==> src/rtl/key_packer.sv <==
// key_packer: captures every DECIM-th generator state into a key FIFO and
// serializes each 128-bit key as four 32-bit words, MSW first.
//
// Ports:
//   in_clk       clock, all state updates on rising edge
//   in_rst       synchronous active-high reset
//   in_LFSR      128-bit generator state (sampled on capture)
//   in_wr_seed   seed-write strobe; flushes FIFO, counter and serializer
//   in_stop_req  host request to freeze generation
//   out_stop     generator halt: host request or FIFO full
//   out_word     key word to consumer (0 when not valid)
//   out_valid    out_word valid
//   in_ready     consumer accepts out_word
//   out_last     final (4th) word of a key
//   out_count    keys held in the FIFO, excluding the one being serialized
//
// Serializer states:
//   state  | meaning
//   S_IDLE | no key in flight; pops the FIFO head when one is available
//   S_SEND | presenting word word_idx of key_sr
module key_packer #(
    parameter int DEPTH = 4,
    parameter int DECIM = 8
) (
    input  logic                     in_clk,
    input  logic                     in_rst,
    input  logic [127:0]             in_LFSR,
    input  logic                     in_wr_seed,
    input  logic                     in_stop_req,
    output logic                     out_stop,
    output logic [31:0]              out_word,
    output logic                     out_valid,
    input  logic                     in_ready,
    output logic                     out_last,
    output logic [$clog2(DEPTH):0]   out_count
);

    localparam int AW   = $clog2(DEPTH);
    localparam int CNTW = AW + 1;
    localparam int CW   = (DECIM > 1) ? $clog2(DECIM) : 1;

    typedef enum logic {S_IDLE, S_SEND} ser_state_t;

    ser_state_t      state, state_nxt;
    logic [127:0]    fifo_mem [DEPTH];
    logic [AW-1:0]   wr_ptr, rd_ptr;
    logic [CW-1:0]   dec_cnt;
    logic [127:0]    key_sr;
    logic [1:0]      word_idx;
    logic            advance, capture, pop, xfer;

    // The full condition stalls the generator, so a capture can never find
    // the FIFO full.
    assign out_stop = in_stop_req || (out_count == CNTW'(DEPTH));
    assign advance  = !out_stop && !in_wr_seed;
    assign capture  = advance && (dec_cnt == CW'(DECIM - 1));
    assign xfer     = out_valid && in_ready;

    always_comb begin
        state_nxt = state;
        pop       = 1'b0;
        out_valid = 1'b0;
        out_last  = 1'b0;
        out_word  = '0;
        case (state)
            S_IDLE: begin
                if (out_count != '0) begin
                    pop       = 1'b1;
                    state_nxt = S_SEND;
                end
            end
            S_SEND: begin
                out_valid = 1'b1;
                out_word  = key_sr[127:96];
                out_last  = (word_idx == 2'd3);
                if (in_ready && (word_idx == 2'd3)) begin
                    state_nxt = S_IDLE;
                end
            end
            default: state_nxt = S_IDLE;
        endcase
    end

    always_ff @(posedge in_clk) begin
        if (in_rst) begin
            state <= S_IDLE;
        end else if (in_wr_seed) begin
            state <= S_IDLE;
        end else begin
            state <= state_nxt;
        end
    end

    // Storage has no reset; occupancy is tracked by the pointers and count.
    always_ff @(posedge in_clk) begin
        if (!in_rst && capture) begin
            fifo_mem[wr_ptr] <= in_LFSR;
        end
    end

    always_ff @(posedge in_clk) begin
        if (in_rst || in_wr_seed) begin
            wr_ptr    <= '0;
            rd_ptr    <= '0;
            out_count <= '0;
            dec_cnt   <= '0;
            key_sr    <= '0;
            word_idx  <= '0;
        end else begin
            if (advance) begin
                dec_cnt <= (dec_cnt == CW'(DECIM - 1)) ? '0 : dec_cnt + 1'b1;
            end
            if (capture) begin
                wr_ptr <= wr_ptr + 1'b1;
            end
            if (pop) begin
                key_sr   <= fifo_mem[rd_ptr];
                rd_ptr   <= rd_ptr + 1'b1;
                word_idx <= '0;
            end else if (xfer) begin
                // Shift so the next word is always in the top 32 bits.
                key_sr   <= {key_sr[95:0], 32'h0};
                word_idx <= word_idx + 1'b1;
            end
            case ({capture, pop})
                2'b10:   out_count <= out_count + 1'b1;
                2'b01:   out_count <= out_count - 1'b1;
                default: out_count <= out_count;
            endcase
        end
    end

endmodule

==> config.mk <==
export PLATFORM = sky130hd
export DESIGN_NAME = key_packer
export DESIGN_NICKNAME = d
export VERILOG_FILES = /design/src/rtl/key_packer.sv
export SDC_FILE = /design/constraint.sdc
export NUM_CORES = 1
export LEC_CHECK = 0
export CORE_ASPECT_RATIO = 0.6
export CORE_MARGIN = 1
export CORE_UTILIZATION = 34
export CTS_CLUSTER_SIZE = 20
export DETAILED_ROUTE_END_ITERATION = 8
export PLACE_DENSITY = 0.56
export SYNTH_ARGS = -nofsm -noshare
export SYNTH_HDL_FRONTEND = slang
export SYNTH_SLANG_ARGS = --single-unit
==> constraint.sdc <==
create_clock -name in_clk -period 6.45 [get_ports in_clk]
set_input_delay 1.29 -clock in_clk [delete_from_list [all_inputs] [get_ports in_clk]]
set_output_delay 1.29 -clock in_clk [all_outputs]
set_load 0.03 [all_outputs]
# After elaboration in Yosys (flattened, before gate mapping)
# Memory sizes are Yosys's and may differ from the RTL's. A register that Yosys moved wholly into a read port is not among the register bits.
# Cells that the tools add are included.
[word_totals]
ram_bits = 512
memories = 1
register_bits = 141
[op_classes]
n_addsub = 6
mux = 15
reduce_logical = 15
eq_ne = 5
bitwise_logic = 1
[mem_list]
columns = ["memory", "words", "word_bits", "rd", "rd_ports_with_merged_regs", "wr", "line", "text"]
rows = [
  ["fifo_mem", 4, 128, 1, 1, 1, "45", "logic [127:0] fifo_mem [DEPTH];"],
]
[ops]
columns = ["op", "count"]
rows = [
  ["2-to-1 mux 128 bit", 2],
  ["2-to-1 mux 32 bit", 1],
  ["2-to-1 mux 1 bit", 7],
  ["adder 2 x 1 -> 2 bit (second input constant)", 3],
  ["adder 3 x 1 -> 3 bit (second input constant)", 2],
  ["equality test 3 bit (second input constant)", 2],
  ["case mux 3 bit (2 select lines)", 1],
  ["logical AND 1 bit", 5],
  ["equality test 2 bit (second input constant)", 2],
  ["2-to-1 mux 2 bit", 2],
  ["nonzero test 2 bit", 2],
  ["OR reduction 2 bit", 2],
  ["logical NOT 1 bit", 3],
  ["2-to-1 mux 3 bit", 1],
  ["nonzero test 3 bit", 1],
  ["subtractor 3 x 1 -> 3 bit (second input constant)", 1],
  ["equality test 2 x 1 -> 1 bit (second input constant)", 1],
  ["logical OR 1 bit", 2],
  ["case mux 1 bit (2 select lines)", 1],
  ["NOT 1 bit", 1],
]

# Longest topological paths before layout
[depth]
ltp_word = 8
mapped_depth = 10

# Worst setup path after synthesis
# No wires, ideal clock.
[synth_path]
path_type = "input-to-reg"
start = "input port in_stop_req"
end = "memory fifo_mem[0][0], enable pin"
setup_slack_ns = 1.111
path_stages = 3
n_path_buf = 1
arrival_ns = 4.837
t_required_ns = 5.948
cell_sequence = "clkbuf_1 nor4_1 and2_1"
[synth_between]
elab_chain_cells = 7
[synth_rtl]
columns = ["element", "line", "text"]
rows = [
  ["from (decl)", "29", "input logic in_stop_req,"],
  ["logical OR 1 bit", "54", "assign out_stop = in_stop_req || (out_count == CNTW'(DEPTH));"],
  ["logical NOT 1 bit", "55", "assign advance = !out_stop && !in_wr_seed;"],
  ["logical AND 1 bit", "55", ""],
  ["logical AND 1 bit", "56", "assign capture = advance && (dec_cnt == CW'(DECIM - 1));"],
  ["logical AND 1 bit", "96", "if (!in_rst && capture) begin"],
  ["2-to-1 mux 1 bit", "96", ""],
  ["2-to-1 mux 1 bit (not written as such)", "97", "fifo_mem[wr_ptr] <= in_LFSR;"],
  ["to (decl)", "45", ""],
]
# Every way passes these cells.

# Final worst setup path
[layout_path]
start = "input port in_stop_req"
end = "output port out_stop"
[layout_between]
elab_chain_cells = 1
[layout_rtl]
columns = ["element", "line", "text"]
rows = [
  ["logical OR 1 bit", "54", ""],
  ["to (decl)", "30", "output logic out_stop,"],
]
# Every way passes these cells.

==> results.json <==
{
  "status": "finished, final reports clean",
  "coreArea_um2": 72550,
  "dr_total_vias": 14160,
  "cp-end-kind": "primary output",
  "cts_max_path_buffers": 3,
  "ctsHoldBuffers": 0,
  "routedWlPerCell_um": 24.12,
  "synth_common_cells": "edfxtp_1 (512), dfxtp_1 (143), nand3_1 (132)",
  "numCtsBuffers": 57,
  "crit_chain": "clkdlybuf4s50_1 > inv_1 > nand2_1 > clkdlybuf4s50_1",
  "grt_max_degree": 129,
  "antenna_found_initial": 7,
  "finalHoldViolCount": 0,
  "clock_sinks": 655,
  "finalMaxSlewViolations": 0,
  "die_area_um2": 75230,
  "fill_cells": 6474,
  "cts-resized-gates": 0,
  "placementRows": 76,
  "firstDrtPassIters": 5,
  "area_delta_synth_final_pct": 17.82,
  "yosys_warnings": 0,
  "rsz0062_at_grt": "false",
  "syn_avg_cell_area_um2": 17.01,
  "final_area_um2": 29680,
  "postPlaceCellArea_um2": 27740,
  "post_cts_buffers": 0,
  "die_w_um": 353.4,
  "layout.nets": 1740,
  "async_flop_share": 0,
  "clkLatencyLatePin_ns": 0.61,
  "finalWorstPathRequiredPeriod_ns": 4.101,
  "min_path_type": "reg2reg",
  "slowest_stage": "clkdlybuf4s50_1",
  "period_share": 0.6358,
  "synthFlopType": "edfxtp_1",
  "vias_per_cell": 5.397,
  "grt_pass1_vias": 14200,
  "ir_worst_vdd_uv": 215.0,
  "leakage_nw": 8.589,
  "ant_nets": 0,
  "synth_cells": 1481,
  "syn_area_um2": 25190,
  "wl_um": 63280,
  "cp_max_fo": 11,
  "worstMarginPinSlew_ns": 1.225,
  "fp.dieH_um": 212.9,
  "dp_hpwl_um": 37690,
  "netlist.area_leader.share": 0.6103,
  "cts_tree": "done",
  "max_freq_mhz": 243.8,
  "grt_overflow": 0,
  "setup_viol": 0,
  "grt_pass1_wl_um": 93470,
  "clock_skew_ns": 0.02164,
  "synth-seq-area-share": 0.7239,
  "synth_top_cell_by_area": "edfxtp_1",
  "slowest_delay_ns": 0.66,
  "port-buffer-count": 170,
  "critPathArrivalTime_ns": 2.81,
  "drc": 0,
  "relSlewSlack": 0.1815,
  "cp.required_ns": 5.16,
  "io_pins": 171,
  "syn_nets": 1623,
  "ys_types": 37,
  "yosysMostFrequentCell": "edfxtp_1",
  "drtIter0Drc": 1403,
  "start_util": 0.3472,
  "routabilityCongestion": 0.7635,
  "cp-start-kind": "input port",
  "synthTopCellsByArea": "edfxtp_1 (61%), mux4_2 (11%), dfxtp_1 (11%)",
  "synth-seq-cells": 655,
  "h-tree-depth": 2,
  "cp_common_cell": "clkdlybuf4s50_1",
  "synth_edf_count": 512,
  "drive_above_1_share": 0.1633,
  "power.density_nw_per_um2": 277.5,
  "cts.reportedPaths.clkPinSlew_ns": 0.06,
  "clockRootBuffer": "clkbuf_16",
  "critical_path_class": "in2out",
  "drv_cap": 0,
  "tns_ns": 0,
  "grt_use_total": 0.1659
}
-- placed cells by master, fill, tap and decap left out, types with 3 or more instances in the layout --
master,instances
clkbuf_8,4
or4_1,3
buf_12,5
a21oi_2,16
o21ai_0,110
nand3_1,132
clkdlybuf4s50_1,170
and2_4,4
dfxtp_4,3
buf_4,17
xor2_1,3
a21oi_1,123
clkinv_1,10
clkinv_2,12
edfxtp_1,512
inv_1,7
clkbuf_1,13
o31ai_1,3
a311oi_1,96
nor2_1,4
ha_1,8
mux4_2,128
dfxtp_1,140
bufinv_16,8
clkbuf_16,59
and2_1,33
-- cells by family after synthesis --
kind of cell             after synthesis  share of synthesized area
XOR/XNOR                               3                   0.001043
AO/OA/AOI/OAI                        349                    0.08642
multiplexers                         128                     0.1144
AND/OR/NAND/NOR                      195                    0.04236
adder cells (fa/ha/maj)                9                   0.004768
buffers and inverters                142                    0.02707
flip-flops                           655                     0.7239
-- power by group --
part	internal, mW	total, mW	switching [mW]
Sequential	4.54	4.54	0.000265
Clock	2.04	3.55	1.51
Combinational	0.0743	0.146	0.0716
Total	6.65	8.24	1.59
-- registers in the layout, summed over array words and instances, names as in the netlist, named ones only --
register / flops
wr_ptr: 2
fifo_mem: 512
out_count: 3
rd_ptr: 2
dec_cnt: 3
key_sr: 128
state: 1
word_idx: 2
-- cell type report --
class                   count  area (um2)  area share
diodes                      2       5.005   0.0001686
clock inverters            32       354.1     0.01193
well taps                 975        1220     0.04110
inverters                   8       32.53    0.001096
repair buffers            192        1929     0.06500
clock buffers              76        1580     0.05324
flip-flops and latches    655       18250      0.6148
multi-input cells         684        6312      0.2127
-- routing by layer --
layer | GRT usage | share of wire | wire length [um] | vias up
li1 | - | - | - | 6234
met1 | 0.2447 | 0.47 | 29470 | 7374
met2 | 0.2546 | 0.45 | 28620 | 467
met3 | 0.03239 | 0.066 | 4189 | 80
met4 | 0.03418 | 0.015 | 953 | 8
met5 | 0 | 0.00085 | 54 | -
-- worst max-delay path: cells and delay by family --
kind / cells / cell delay (ns)
simple gates: 1 / 0.08
buf+inv: 3 / 1.43
-- through the flow --
step                      hold slack (ns)  setup slack, ns  utilization  instances  total power [mW]
after floorplan                    0.4502            1.111            -       1481             4.650
after global placement             0.4528            2.315       0.3824       2514             4.770
after detailed placement           0.4673            2.228       0.3824       2514             4.776
after CTS                          0.4813            2.360       0.4090       2622             8.319
after global routing               0.4990            2.275       0.4091       2623             8.474
final                              0.4822            2.349       0.4091       2624             8.235
-- final timing paths --
check / startpoint / endpoint / slack, ns / depth (start not counted)
max reg2reg: state / key_sr[113] / 3.20 / 6
max: in_stop_req / out_stop / 2.35 / 4
min: rd_ptr[1] / flip-flop / 0.48 / 2
min reg2reg: rd_ptr[1] / flip-flop / 0.48 / 2
Power figures use the tool's default switching activity.
